**src/rtl/mips_ctrl_pkg.sv**
```systemverilog
// Shared types and encodings for the multi-cycle MIPS control FSM.
package mips_ctrl_pkg;

  typedef enum logic [3:0] {
    RESET, FETCH, DECODE, MEMADR, MEMRD, MEMWB, MEMWR,
    EXEC, ALUWB, BRANCH, JUMP, ADDIEX, ADDIWB
  } state_t;

  localparam logic [5:0] OP_RTYPE = 6'b000000;
  localparam logic [5:0] OP_LW    = 6'b100011;
  localparam logic [5:0] OP_SW    = 6'b101011;
  localparam logic [5:0] OP_BEQ   = 6'b000100;
  localparam logic [5:0] OP_J     = 6'b000010;
  localparam logic [5:0] OP_ADDI  = 6'b001000;

  localparam logic [1:0] ALUOP_ADD   = 2'b00;
  localparam logic [1:0] ALUOP_SUB   = 2'b01;
  localparam logic [1:0] ALUOP_FUNCT = 2'b10;

  localparam logic [1:0] SRCB_B      = 2'b00;
  localparam logic [1:0] SRCB_FOUR   = 2'b01;
  localparam logic [1:0] SRCB_IMM    = 2'b10;
  localparam logic [1:0] SRCB_IMM_SH = 2'b11;

  localparam logic [1:0] PCSRC_ALU    = 2'b00;
  localparam logic [1:0] PCSRC_ALUOUT = 2'b01;
  localparam logic [1:0] PCSRC_JUMP   = 2'b10;

  // States that hold a memory access open until memReady.
  function automatic logic is_mem_state(state_t s);
    return (s == FETCH) || (s == MEMRD) || (s == MEMWR);
  endfunction

endpackage

```
**src/rtl/mem_wait_timer.sv**
```systemverilog
// Counts consecutive wait cycles of a memory access; flags the last tolerated one.
module mem_wait_timer #(
  parameter int unsigned MEM_TIMEOUT = 16,
  parameter int unsigned TW          = 5
) (
  input  logic clk,
  input  logic resetN,
  input  logic clear,
  input  logic waiting,
  output logic expired
);

  localparam logic [TW-1:0] Limit  = (MEM_TIMEOUT == 0) ? '0 : TW'(MEM_TIMEOUT - 1);
  localparam logic [TW-1:0] MaxCnt = '1;

  logic [TW-1:0] count_q, count_d;

  always_comb begin
    count_d = count_q;
    if (clear) begin
      count_d = '0;
    end else if (waiting && (count_q != MaxCnt)) begin
      count_d = count_q + TW'(1);
    end
  end

  always_ff @(posedge clk or negedge resetN) begin
    if (!resetN) begin
      count_q <= '0;
    end else begin
      count_q <= count_d;
    end
  end

  assign expired = (MEM_TIMEOUT != 0) && waiting && (count_q == Limit);

endmodule

```
**src/rtl/mips_multicycle_ctrl.sv**
```systemverilog
// Multi-cycle MIPS control FSM with memory handshake and wait timeout recovery.
module mips_multicycle_ctrl
  import mips_ctrl_pkg::*;
#(
  parameter int unsigned MEM_TIMEOUT = 16,
  parameter int unsigned TW          = 5
) (
  input  logic       clk,
  input  logic       resetN,
  input  logic [5:0] opCode,
  input  logic       memReady,
  output logic       PCWrite,
  output logic       PCWriteCond,
  output logic       IorD,
  output logic       MemRead,
  output logic       MemWrite,
  output logic       IRWrite,
  output logic       MemtoReg,
  output logic       RegDst,
  output logic       RegWrite,
  output logic       ALUSrcA,
  output logic [1:0] ALUSrcB,
  output logic [1:0] ALUOp,
  output logic [1:0] PCSource,
  output logic       instrDone,
  output logic       illegalOp,
  output logic       memTimeout
);

  state_t     state_q, state_d;
  logic [5:0] op_q, op_d;
  logic       waiting, expired, tmr_clear;

  assign waiting   = is_mem_state(state_q) && !memReady;
  // A FETCH timeout keeps the state unchanged, so expiry must clear the timer too.
  assign tmr_clear = (state_d != state_q) || memReady || expired;

  mem_wait_timer #(
    .MEM_TIMEOUT(MEM_TIMEOUT),
    .TW         (TW)
  ) u_timer (
    .clk    (clk),
    .resetN (resetN),
    .clear  (tmr_clear),
    .waiting(waiting),
    .expired(expired)
  );

  always_comb begin
    state_d = state_q;
    op_d    = op_q;
    case (state_q)
      RESET:  state_d = FETCH;
      FETCH:  if (memReady) state_d = DECODE;
      DECODE: begin
        op_d = opCode;
        case (opCode)
          OP_LW, OP_SW: state_d = MEMADR;
          OP_RTYPE:     state_d = EXEC;
          OP_BEQ:       state_d = BRANCH;
          OP_J:         state_d = JUMP;
          OP_ADDI:      state_d = ADDIEX;
          default:      state_d = FETCH;
        endcase
      end
      MEMADR: state_d = (op_q == OP_LW) ? MEMRD : MEMWR;
      MEMRD:  if (memReady) state_d = MEMWB;
              else if (expired) state_d = FETCH;
      MEMWR:  if (memReady || expired) state_d = FETCH;
      EXEC:   state_d = ALUWB;
      ADDIEX: state_d = ADDIWB;
      MEMWB, ALUWB, BRANCH, JUMP, ADDIWB: state_d = FETCH;
      default: state_d = FETCH;
    endcase
  end

  always_ff @(posedge clk or negedge resetN) begin
    if (!resetN) begin
      state_q <= RESET;
      op_q    <= '0;
    end else begin
      state_q <= state_d;
      op_q    <= op_d;
    end
  end

  always_comb begin
    PCWrite     = 1'b0;
    PCWriteCond = 1'b0;
    IorD        = 1'b0;
    MemRead     = 1'b0;
    MemWrite    = 1'b0;
    IRWrite     = 1'b0;
    MemtoReg    = 1'b0;
    RegDst      = 1'b0;
    RegWrite    = 1'b0;
    ALUSrcA     = 1'b0;
    ALUSrcB     = SRCB_B;
    ALUOp       = ALUOP_ADD;
    PCSource    = PCSRC_ALU;
    instrDone   = 1'b0;
    illegalOp   = 1'b0;
    memTimeout  = expired;
    case (state_q)
      FETCH: begin
        MemRead = 1'b1;
        ALUSrcB = SRCB_FOUR;
        IRWrite = memReady;
        PCWrite = memReady;
      end
      DECODE: begin
        ALUSrcB = SRCB_IMM_SH;
        if (!(opCode inside {OP_LW, OP_SW, OP_RTYPE, OP_BEQ, OP_J, OP_ADDI})) begin
          illegalOp = 1'b1;
          instrDone = 1'b1;
        end
      end
      MEMADR, ADDIEX: begin
        ALUSrcA = 1'b1;
        ALUSrcB = SRCB_IMM;
      end
      MEMRD: begin
        MemRead = 1'b1;
        IorD    = 1'b1;
      end
      MEMWB: begin
        RegWrite  = 1'b1;
        MemtoReg  = 1'b1;
        instrDone = 1'b1;
      end
      MEMWR: begin
        MemWrite  = 1'b1;
        IorD      = 1'b1;
        instrDone = memReady;
      end
      EXEC: begin
        ALUSrcA = 1'b1;
        ALUOp   = ALUOP_FUNCT;
      end
      ALUWB: begin
        RegWrite  = 1'b1;
        RegDst    = 1'b1;
        instrDone = 1'b1;
      end
      BRANCH: begin
        ALUSrcA     = 1'b1;
        ALUOp       = ALUOP_SUB;
        PCWriteCond = 1'b1;
        PCSource    = PCSRC_ALUOUT;
        instrDone   = 1'b1;
      end
      JUMP: begin
        PCWrite   = 1'b1;
        PCSource  = PCSRC_JUMP;
        instrDone = 1'b1;
      end
      ADDIWB: begin
        RegWrite  = 1'b1;
        instrDone = 1'b1;
      end
      default: ;
    endcase
  end

endmodule

```
**config.mk**
```make
export PLATFORM = sky130hd
export DESIGN_NAME = mips_multicycle_ctrl
export DESIGN_NICKNAME = d
export VERILOG_FILES = /design/src/rtl/mips_ctrl_pkg.sv /design/src/rtl/mem_wait_timer.sv /design/src/rtl/mips_multicycle_ctrl.sv
export SDC_FILE = /design/constraint.sdc
export NUM_CORES = 1
export LEC_CHECK = 0
export BUFFER_PORTS_ARGS = -buffer_cell sky130_fd_sc_hd__buf_2
export CAP_MARGIN = 10
export CORE_MARGIN = 5
export CORE_UTILIZATION = 56
export DETAILED_ROUTE_END_ITERATION = 10
export PLACE_DENSITY_LB_ADDON = 0.1
export SLEW_MARGIN = 10
export SYNTH_ARGS = -nofsm -noshare
export SYNTH_HDL_FRONTEND = slang
export SYNTH_SLANG_ARGS = --single-unit
```
**constraint.sdc**
```tcl
create_clock -name clk -period 4.3 [get_ports clk]
set_input_delay 0 -clock clk [delete_from_list [all_inputs] [get_ports clk]]
set_output_delay 0 -clock clk [all_outputs]
set_load 0.02 [all_outputs]
```
# Word level (Yosys, flattened, before mapping)

Cells that the tools add are included.
Widths: inputs -> output; s select.

Add/sub/neg operators: 1
Equal/unequal tests: 21
Mux-type cells: 25
Reductions and logical operators: 19

Operators with widths:

| kind                | number |
|---|---|
| $pmux 4 s7          | 1 |
| $eq 4x4->1 const B  | 5 |
| $pmux 4 s5          | 1 |
| $eq 6x6->1 const B  | 3 |
| $eq 4x3->1 const B  | 4 |
| $mux 4              | 4 |
| $mux 1              | 11 |
| $mux 5              | 2 |
| $eq 4x2->1 const B  | 2 |
| $pmux 2 s2          | 2 |
| $reduce_or 2->1     | 4 |
| $eq 6x2->1 const B  | 1 |
| $eq 6x3->1 const B  | 1 |
| $eq 6x4->1 const B  | 1 |
| $logic_not 6->1     | 1 |
| $pmux 2 s3          | 1 |
| $reduce_bool 6->1   | 1 |
| $add 5x1->5 const B | 1 |
| $eq 5x4->1 const B  | 1 |
| $logic_or 1x1->1    | 5 |
| $ne 5x5->1 const B  | 1 |
| $reduce_or 5->1     | 1 |
| $eq 4x1->1 const B  | 1 |
| $ne 4x4->1          | 1 |
| 8 further kinds     | 10 |

Flip-flop bits (word level): 15
Word-level logic and storage cells: 69

# Longest topological paths before layout

Word-level depth: 12
Depth in mapped cells: 6
Mapped depth without buffers: 6

# Hierarchy

Synthesis repeated with hierarchy kept, for this count alone.

Cells, all modules: 137
Area, all modules: 1179.9 µm²

Modules (own cells, without submodules):

| module               | instances | cells an instance | area an instance (µm²) | sequential area each (µm²) |
|---|---|---|---|---|
| mips_multicycle_ctrl | 1         | 112               | 899.6                  | 250.2 |
| mem_wait_timer       | 1         | 25                | 280.3                  | 125.1 |

# Least setup slack after synthesis

OpenSTA, ideal clock, no wires.

Kind: register to register
From: register u_timer.count_q[0]
To: register state_q[0]
Setup time: 0.132 ns
Data arrival time: 1.603 ns
Data required time: 4.168 ns
Path slack: 2.565 ns
Stages on the path, launching flop included: 7
Period minus slack after synthesis: 1.735 ns
Path through: dfrtp_1 > ha_1 > and3_1 > ha_1 > or4b_1 > o31ai_1 > a22oi_1

Cells in the longest elaborated chain, start to end: 5
Elaborated cells between the ends (all ways): 7
Classes of those cells: eq/ne (1); mux (4); reduce/logical (2)

Ends and longest elaborated chain:

| what                                       | line                                                   | text |
|---|---|---|
| start, declared                            | mem_wait_timer.sv:16                                   | `logic [TW-1:0] count_q, count_d;` |
| start signal, assigned                     | mem_wait_timer.sv:31                                   | `count_q <= count_d;` |
| $eq 5x4->1 *                               | mem_wait_timer.sv:35                                   | `assign expired = (MEM_TIMEOUT != 0) && waiting && (count_q == Limit);` |
| $logic_and 1x1->1 *                        | mem_wait_timer.sv:35                                   |  |
| $mux 4 or $logic_or 1x1->1 (tied branches) | mips_multicycle_ctrl.sv:68, mips_multicycle_ctrl.sv:69 |  |
| $mux 4 (on tied branches)                  | mips_multicycle_ctrl.sv:67, mips_multicycle_ctrl.sv:69 |  |
| $pmux 4 s7 *                               | mips_multicycle_ctrl.sv:52                             | `case (state_q)` |
| via state_d[0]                             | mips_multicycle_ctrl.sv:30                             | `state_t state_q, state_d;` |
| end signal, assigned                       | mips_multicycle_ctrl.sv:82                             | `state_q <= state_d;` |
| end, declared                              | mips_multicycle_ctrl.sv:30                             |  |

Mark *: on every way through the listed nets, which the timed path passes. The rest lies on a longest branch.
A chain may end at the register's enable or synchronous reset.

# Final worst setup path

From: register state_q[0]
To: output port illegalOp

Cells in the longest elaborated chain, start to end: 2

Ends and longest elaborated chain:

| what          | line                        | text |
|---|---|---|
| $eq 4x2->1    | mips_multicycle_ctrl.sv:104 | `case (state_q)` |
| $mux 1        | mips_multicycle_ctrl.sv:104 |  |
| end, declared | mips_multicycle_ctrl.sv:26  | `output logic illegalOp,` |

No other way between the ends.

==> results.yml <==
die:
  die_w_um: 55.4
  pin_count: 28
  dieHeight_um: 55.4
  die_area_um2: 3070
  start_util_pct: 58.9
  core-area_um2: 1960
  num_rows: 16
worst_setup_path:
  cp-startpoint: "state_q[0]"
  cp_data_arrival_time_ns: 2.21
  reg2reg_from: "state_q[0]"
  crit_chain: "or4b_1 > nor2_1 > buf_2"
  slowest_delay_ns: 0.89
  end_kind: "output port"
  crit_buf_inv: 1
  start_kind: "flop"
  required_ns: 4.30
  critical_path.max_fanout: 22
  crit_type: "flop to output port"
  cpLargestDelayFamily: "simple AND/OR/NAND/NOR gates"
  slowest_stage: "or4b_1"
global_route:
  antenna_found_initial: 0
  track_usage_pct: 17.6
  grt_pass1_wl_mm: 4.42
  grt_max_degree: 23
  gr-total-overflow: 0
  grt_pass1_vias: 916
routing:
  viasPerCell: 5.72
  drtPass1Iterations: 4
  wl_met3_um: 163
  wl_per_cell_um: 14.3
  vias: 990
  wl_met2_mm: 1.09
  ant_nets: 0
  wl_met1_mm: 1.19
  remaining_drc_errors: 0
  routed.top_layer: "met4"
  wl_mm: 2.48
  drt_iter0_markers: 29
clock_tree:
  cts-root-buf: "clkbuf_4"
  cts-htree-levels: 1
  clock_latency_ns: 0.29
  cts_made_buffers: 3
  clock_path_buffers: 2
  clock_sinks: 15
  clk_pin_slew_ns: 0.09
  cts_tree: "yes"
synth:
  syn-cell-area_um2: 1160
  synth_edf_count: 0
  yosysMostFrequentCell: "nor2_1"
  ys_warn_count: 0
  avgSynthCellArea_um2: 9.25
  synth.top_cell.area_share_pct: 32.5
  seq_area_frac_synth_pct: 32.5
  synthCells: 125
  netlist_top_cells_count: "20 x nor2_1, 15 x dfrtp_1, 7 x clkbuf_1"
  syn-num-nets: 137
  ys_types: 45
  synth_area_leaders: "dfrtp_1 32%, mux2_4 7.8%, nor2_1 6.5%"
  synth_flop_cell: "dfrtp_1"
  synth_top_area_cell: "dfrtp_1"
  async_flop_share_pct: 100
  synth_seq_cells: 15
sta:
  min_period_over_period_pct: 51.4
  rsz0062_at_grt: "no"
  fmax_mhz: 453
  hold_violations: 0
  slew_violations: 0
  finalSetupViolCount: 0
  tightestPinTransition_ns: 0.624
  fin_skew_ns: 0.00120
  slew_headroom_pct: 58.4
  tns_ns: 0
  period_minus_slack_ns: 2.21
placed_design:
  place_congestion: 0.802
  place_hpwl_mm: 1.77
  port_buffers: 27
  place_area_um2: 1260
layout:
  area_growth_pct: 13.3
  drive_gt1_share_pct: 28.1
  final_area_um2: 1310
  nNetsFinal: 159
  antennaDiodeCount: 0
power:
  ir_worst_vdd_mv: 0.410
  power.leakage_nw: 0.644
  pwr_density_cell_nw_per_um2: 608
flow_run:
  maxCapViolCount: 0
worst_hold_path:
  holdCritStartpoint: "opCode[1]"
  hp-class: "primary input to flop"
outcome:
  status: "finished, final reports clean"
[state kept, by name (all words and copies together), names as in the netlist]
signal           flops
u_timer.count_q      5
op_q                 6
state_q              4
[what timing repair did]
action                                 4_1_cts  5_1_grt
setup buffers                                0        0
resized for setup                            0        0
endpoints found under the hold margin       15        1
hold buffers                                 1        1
[metal layers]
| metal | vias to the layer above | track usage [%] |
|---|---|---|
| met1 | 467 | 25.1 |
| met3 | 4 | 6.06 |
| met2 | 28 | 25.3 |
| met5 | - | 0 |
| met4 | 0 | 4.17 |
| li1 | 491 | - |
[metrics by stage]
| stage | std cells | util (%) | worst slack [ns] | total power, mW | hold slack, ns |
|---|---|---|---|---|---|
| finish | 173 | 66.8 | 2.09 | 0.796 | 0.0232 |
| global route | 173 | 66.8 | 2.00 | 0.862 | 0.00675 |
| CTS | 172 | 66.3 | 2.11 | 0.800 | 0.00633 |
| detailed placement | 167 | 64.3 | 2.32 | 0.715 | -0.0761 |
| global placement | 167 | 64.3 | 2.37 | 0.701 | -0.0805 |
| floorplan | 125 | - | 2.57 | 0.619 | -0.296 |
[path summary, 6_finish.rpt]
kind,endpoint,slack [ns],cells after the start
worst max-delay path,illegalOp,2.09,3
worst min-delay path,state_q[2],0.02,2
worst max register to register,state_q[1],2.28,3
worst min register to register,op_q[0],0.51,1
max in group asynchronous,state_q[1],3.93,2
min in group asynchronous,op_q[4],0.12,2
[power breakdown]
part | internal (mW) | total [mW] | switching, mW
Clock | 0.0346 | 0.0825 | 0.0479
Sequential | 0.190 | 0.290 | 0.0999
Combinational | 0.206 | 0.423 | 0.217
Total | 0.431 | 0.796 | 0.365
[cells in the final DEF, fill, tap and decap left out, drive strengths merged, types with 3 or more instances in the layout]
cell / n
nand2: 3
dfrtp: 15
buf: 27
nor3: 3
nand3: 3
o21ai: 3
mux2: 6
nor2b: 4
inv: 4
nor2: 20
nand2b: 4
clkbuf: 3
xor2: 3
ha: 3
and3: 4
nor3b: 3
[cell type report]
type                       instances  area (um2)
timing repair buffer              29         155
fill                             161         652
clock buffer                       3        22.5
multi-input combinational         94         703
sequential                        15         375
tap                               27        33.8
inverter                           4        15.0
clock inverter                     1        5.00
[cell families (layout without fill, tap and decap cells)]
group,after synthesis,after routing,share of synthesized area (%)
AO/OA/AOI/OAI,23,23,17.8
XOR/XNOR,5,5,3.79
adder cells (fa/ha/maj),3,3,3.25
buffers and inverters,16,37,6.71
flip-flops,15,15,32.5
multiplexers,8,8,9.52
AND/OR/NAND/NOR,55,55,26.5
No activity file was read; power rests on OpenSTA's default activity.
